`src/rtl/led_pattern_gen.sv`:
```
// LED pattern generator: rotate left/right, bounce and fill/drain on a WIDTH-bit bank,
// stepping once per DIV clock cycles.
module led_pattern_gen #(
   parameter int unsigned WIDTH = 8,
   parameter int unsigned DIV   = 25000000
) (
   input  logic             clk,
   input  logic             reset,
   input  logic [1:0]       mode,
   input  logic             pause,
   output logic [WIDTH-1:0] led,
   output logic             tick
);

   localparam int unsigned      CNT_W   = (DIV > 1) ? $clog2(DIV) : 1;
   localparam logic [CNT_W-1:0] CntMax  = CNT_W'(DIV - 1);
   localparam logic [WIDTH-1:0] LedInit = WIDTH'(1);

   typedef enum logic {DirLeft, DirRight} dir_e;
   typedef enum logic {PhFill, PhDrain} phase_e;

   logic [CNT_W-1:0] cnt_q, cnt_d;
   logic [WIDTH-1:0] led_q, led_d, led_nxt;
   logic             tick_q, tick_d;
   logic [1:0]       mode_q, mode_d;
   dir_e             dir_q, dir_d, dir_nxt;
   phase_e           phase_q, phase_d, phase_nxt;

   // State register
   always_ff @(posedge clk) begin
      if (reset) begin
         cnt_q   <= '0;
         led_q   <= LedInit;
         tick_q  <= 1'b0;
         mode_q  <= mode;
         dir_q   <= DirLeft;
         phase_q <= PhFill;
      end else begin
         cnt_q   <= cnt_d;
         led_q   <= led_d;
         tick_q  <= tick_d;
         mode_q  <= mode_d;
         dir_q   <= dir_d;
         phase_q <= phase_d;
      end
   end

   // Pattern successor of the current led value for the latched mode
   always_comb begin
      led_nxt   = led_q;
      dir_nxt   = dir_q;
      phase_nxt = phase_q;
      unique case (mode_q)
         2'b00: led_nxt = {led_q[WIDTH-2:0], led_q[WIDTH-1]};
         2'b01: led_nxt = {led_q[0], led_q[WIDTH-1:1]};
         2'b10: begin
            if (dir_q == DirLeft) begin
               led_nxt = {led_q[WIDTH-2:0], 1'b0};
               if (led_nxt[WIDTH-1]) dir_nxt = DirRight;
            end else begin
               led_nxt = {1'b0, led_q[WIDTH-1:1]};
               if (led_nxt[0]) dir_nxt = DirLeft;
            end
         end
         2'b11: begin
            if (phase_q == PhFill) begin
               led_nxt = {led_q[WIDTH-2:0], 1'b1};
               if (&led_nxt) phase_nxt = PhDrain;
            end else begin
               led_nxt = {led_q[WIDTH-2:0], 1'b0};
               if (led_nxt == '0) phase_nxt = PhFill;
            end
         end
         default: led_nxt = led_q;
      endcase
   end

   // Next state: a mode change reloads and wins over both pause and a step
   always_comb begin
      cnt_d   = cnt_q;
      led_d   = led_q;
      tick_d  = 1'b0;
      mode_d  = mode_q;
      dir_d   = dir_q;
      phase_d = phase_q;
      if (mode != mode_q) begin
         mode_d  = mode;
         led_d   = LedInit;
         cnt_d   = '0;
         dir_d   = DirLeft;
         phase_d = PhFill;
      end else if (!pause) begin
         if (cnt_q == CntMax) begin
            cnt_d   = '0;
            tick_d  = 1'b1;
            led_d   = led_nxt;
            dir_d   = dir_nxt;
            phase_d = phase_nxt;
         end else begin
            cnt_d = cnt_q + CNT_W'(1);
         end
      end
   end

   // Outputs
   always_comb begin
      led  = led_q;
      tick = tick_q;
   end

endmodule

```
`config.mk`:
```
export PLATFORM = sky130hd
export DESIGN_NAME = led_pattern_gen
export DESIGN_NICKNAME = d
export VERILOG_FILES = /design/src/rtl/led_pattern_gen.sv
export SDC_FILE = /design/constraint.sdc
export NUM_CORES = 1
export LEC_CHECK = 0
export CAP_MARGIN = 20
export CELL_PAD_IN_SITES_DETAIL_PLACEMENT = 2
export CELL_PAD_IN_SITES_GLOBAL_PLACEMENT = 2
export CORE_MARGIN = 3
export CORE_UTILIZATION = 36
export CTS_CLUSTER_DIAMETER = 150
export CTS_CLUSTER_SIZE = 20
export DETAILED_ROUTE_END_ITERATION = 16
export GPL_TIMING_DRIVEN = 0
export PLACE_DENSITY = 0.82
export SLEW_MARGIN = 5
export SYNTH_ARGS = -nofsm -noshare
export SYNTH_HDL_FRONTEND = slang
export SYNTH_SLANG_ARGS = --single-unit
export TNS_END_PERCENT = 5
```
`constraint.sdc`:
```
create_clock -name clk -period 2.75 [get_ports clk]
set_input_delay 0.825 -clock clk [delete_from_list [all_inputs] [get_ports clk]]
set_output_delay 0.825 -clock clk [all_outputs]
set_load 0.01 [all_outputs]
```
# Yosys cells after proc, flatten, opt, wreduce, memory -nomap -nowiden
# Cells that the tools add are included.
[word_totals]
register_bits = 38
input_bits = 5
out_inout_bits = 9
word_cells = 35
[op_classes]
n_addsub = 1
eq_ne = 5
muxes = 13
n_bitwise = 1
n_reduce_logical = 9
[op_table]
columns = ["op", "count"]
rows = [
  ["$pmux W8 S4", 1],
  ["$add A25 B1 Y25 const B", 1],
  ["$eq A25 B25 Y1 const B", 1],
  ["$mux W25", 1],
  ["$mux W1", 8],
  ["$mux W8", 1],
  ["$logic_not A7 Y1", 1],
  ["$reduce_and A7 Y1", 1],
  ["$reduce_and A3 Y1", 2],
  ["$eq A2 B2 Y1 const B", 2],
  ["$mux W2", 2],
  ["$reduce_or A3 Y1", 1],
  ["$eq A2 B1 Y1 const B", 1],
  ["$logic_not A2 Y1", 1],
  ["$ne A2 B2 Y1", 1],
  ["$reduce_and A2 Y1", 1],
  ["$reduce_bool A2 Y1", 1],
  ["$reduce_or A2 Y1", 1],
  ["$not A1 Y1", 1],
]

# Logic depth before layout (Yosys ltp)
[depth]
depth_word = 3
ltp_mapped = 7
mapped_depth_nobuf = 5

# Worst setup path after synthesis
# No wires, ideal clock.
[synth_path]
path_type = "input-to-reg"
from = "input pause"
to = "register cnt_q[17]"
setup_ps = 70
t_arrival_ps = 2115
t_required_ps = 2680
setup_slack_ps = 565
stages = 5
path_buffers = 1
cell_sequence = "and4b_1 > buf_2 > or4b_1 > or3_1 > a21oi_1"
[synth_rtl]
columns = ["item", "line", "rtl"]
rows = [
  ["start: declaration", "10", "input logic pause,"],
  ["end signal: assignment", "39", "cnt_q <= cnt_d;"],
  ["end: declaration", "22", "logic [CNT_W-1:0] cnt_q, cnt_d;"],
]

==> summary.md <==
| Metric | Value |
|---|---|
| Run status | `completed` |
| Effective utilization at floorplan | `38.5%` |
| Part of the Yosys area used for sequential elements | `just over 40%` |
| Number of buffers created by CTS | `5` |
| Kind of end point of the critical path | `flop` |
| R2R Path Start | `cnt_q[16]` |
| Standby leakage power | `0.673 nW` |
| Min cycle time layout | `2650 ps` |
| Number of placed I/O pins | `14` |
| Worst-case clock buffer depth | `2` |
| Cell-internal power | `0.781 mW` |
| Share of post-route cells with drive strength above 1 | `a little over a tenth` |
| Number of sinks on the clock net | `38` |
| Count of buffers from port buffering | `13` |
| Antenna diodes | `0` |
| Cell with the most instances after synthesis | `dfxtp_1` |
| Aggregate global routing overflow | `0` |
| Synthesis warning total | `0` |
| Max-slew violations | `0` |
| Gp weighted congestion | `a little under 0.8` |
| Worst Setup Start Kind | `input port` |
| Number of enable-type register cells in the synthesized netlist | `2` |
| Unique masters post-synth | `44` |
| Setup slack, reg-to-reg | `approximately 640 ps` |
| Worst vdd rail ir drop | `0.236 mV` |
| Share of the cycle needed by the critical path after routing | `96.2%` |
| Crit Path Category | `input port to flop` |
| RSZ-0062 raised after global routing | `yes` |
| Tot GR Track Use | `19.4%` |
| Finish-stage setup viols | `0` |
| Die Y | `78.3 um` |
| Number of buffers inserted by hold repair at cts | `0` |
| Via count of the first global-routing pass | `about 1900` |
| Number of synthesized register bits | `38` |
| Share of Yosys cell area claimed by the top area cell type | `38.3%` |
| Final net count | `233` |
| Switching share of total power | `approximately a quarter` |
| Path type of the worst min-delay path | `flop to flop` |
| Synthesized cell area | `0.00188 mm^2` |
| Maximum net fanout on the critical path | `10` |
| Sequential share of power | `55.2%` |
| Number of DRC markers after the initial detailed-route iteration | `70` |
| Num rows | `25` |
| Clock edge transition at the registers on the reported setup and hold paths | `80 ps` |
| Syn nets | `between 200 and 250` |
| Wire length of the first global-routing pass | `9360 um` |
| Routed len/inst | `18.9 um` |
| Final standard cell count with taps included and fillers excluded | `295` |
| Worst-Margin Slew | `563 ps` |
| Layout fillers | `approximately 550` |
| Max-cap check violation count | `0` |
| Clock Root Buffer | `clkbuf_8` |
| Die width | `78.3 um` |
| Reg2Reg Capture Point | `dir_q` |
| Iteration count of the initial detailed-routing pass | `4` |
| Cells taking the most area after synthesis | `dfxtp_1 38%, a21oi_1 5.1%, xor2_1 4.7%` |
| Htree depth | `2` |
| Net switching power of the design | `around 0.24 mW` |
| Total power consumption of the routed design | `1.02 mW` |
| Area of the placeable core | `approximately 0.005 mm^2` |
| Latest clock arrival within the worst-skew pair | `just under 300 ps` |
| Area of the multi-input gates | `0.00103 mm^2` |
| Cell area power density | `467 mW/mm^2` |
| Clock tree from TritonCTS | `done` |
| Final setup TNS | `0 ps` |
| Cell type contributing the most total cell area after synthesis | `dfxtp_1` |
| Part of the total power dissipated in combinational logic | `under 10%` |
| Via count | `1701` |
| Crit path launch | `pause` |
| Start point of the worst min-delay path | `dir_q` |
| Detailed-route vias per instance | `5.77` |
| Average footprint of a synthesized cell | `between 9 and 10 um^2` |
| Maximum number of pins on one net before global-route repair | `12` |
| Maximum clock frequency | `378 MHz` |
| Final WL | `5570 um` |
| Top cell types by occurrence after synthesis | `36 x dfxtp_1, 19 x a21oi_1, 18 x nor2_1` |
| Footprint of the flip-flops and latches | `781 um^2` |
| Cell count of the worst hold path | `2` |
| Antenna viol nets, final | `0` |
| Arrival @ worst endpoint | `between 2000 and 3000 ps` |
| Post-detail-place hpwl | `4070 um` |
| Worst clock skew | `approximately 6.6 ps` |
| Number of antenna violations at the first check in global routing | `0` |
| Die Outline Area | `0.00613 mm^2` |
| Synth Instances | `roughly 210` |
| Share of flip-flops with an asynchronous set or reset | `0%` |
| Worst Hold Endpoint | `dir_q` |
| Req. time, crit path | `2930 ps` |
| Relative contribution of the clock network to total power | `39.9%` |
| Number of placed instances, taps included | `288` |
| Most common flop cell mapped by yosys | `dfxtp_1` |
| Final Hold Fails | `0` |
| Worst R2R Path Depth | `4` |
| Slew HR | `between 60% and 70%` |
| Area added between synthesis and finish | `16.3%` |
| DRC violations left | `0` |
[cells by family (layout without fill, tap and decap cells)]
family / after synthesis / in the layout / share of synthesized area [%]
xor+xnor: 16 / 16 / 7.45
simple gates: 84 / 84 / 26.9
mux: 8 / 8 / 4.32
fa+ha+maj: 1 / 1 / 0.665
buf+inv: 15 / 35 / 3.73
flops: 38 / 38 / 41.5
compound gates: 46 / 46 / 15.4
[worst max-delay path, stage by stage]
cell,delay [ps]
clkdlybuf4s50_1,520
and3b_1,380
and4_2,400
a21o_1,310
buf_2,300
nor2_1,80
[layout by cell type, fill, tap and decap left out, types with 7 or more instances in the layout]
cell type	netlist	layout
nand2_1	10	10
nand3_1	7	7
xor2_1	10	10
a211oi_1	7	7
inv_1	7	7
nor2_1	18	18
dfxtp_1	36	36
a21oi_1	19	19
clkdlybuf4s50_1	0	13
mux2i_1	7	7
nand4_1	8	8
[how the worst max path moves through the flow]
| stage | to | slack, ps |
|---|---|---|
| floorplan | cnt_q[17] | 570 |
| global placement | cnt_q[0] | -300 |
| detailed placement | cnt_q[4] | -410 |
| CTS | cnt_q[3] | 20 |
| global route | cnt_q[24] | -3 |
| finish | cnt_q[2] | 100 |
[state kept, by name (all words and copies together) (netlist names)]
name,cells
phase_q,1
led,8
mode_q,2
cnt_q,25
dir_q,1
tick,1
[layout make-up]
type | instances | area share [%]
inverter | 7 | 1.20
sequential | 38 | 35.7
tap | 67 | 3.83
clock buffer | 7 | 3.95
clock inverter | 1 | 0.229
buffer | 7 | 1.83
multi-input combinational | 155 | 47.3
timing repair buffer | 13 | 5.95
[per-stage QoR]
step	hold WS (ps)	setup WS, ps	utilization (%)	instance area [um^2]
after floorplan	446	565	-	1880
after global placement	462	-297	42.9	2090
after detailed placement	478	-409	42.9	2090
after CTS	489	20.6	44.7	2180
after global routing	526	-2.70	44.8	2190
final	486	104	44.8	2190
[power groups by stage]
stage               Combinational [mW]  Clock, mW  Sequential, mW
CTS                             0.0511      0.419           0.564
finish                          0.0499      0.407           0.564
detailed placement              0.0502          0           0.577
global route                    0.0545      0.445           0.565
global placement                0.0468          0           0.576
floorplan                       0.0316          0           0.575
[what timing repair did]
action                                  in CTS  in global routing
pin swaps                                    0                  0
resized for setup                            0                  2
endpoints found under the setup margin      20                 24
setup buffers                                0                  0
[layer usage]
layer  vias up  track usage [%]  share of wire (%)
li1        814                -                  -
met1       865             22.1                 43
met2        15             36.0                 54
met3         7             4.36                2.0
met4         0             5.77                1.0
met5         -                0                  0
Note: power is estimated with default switching activity, not from simulation.
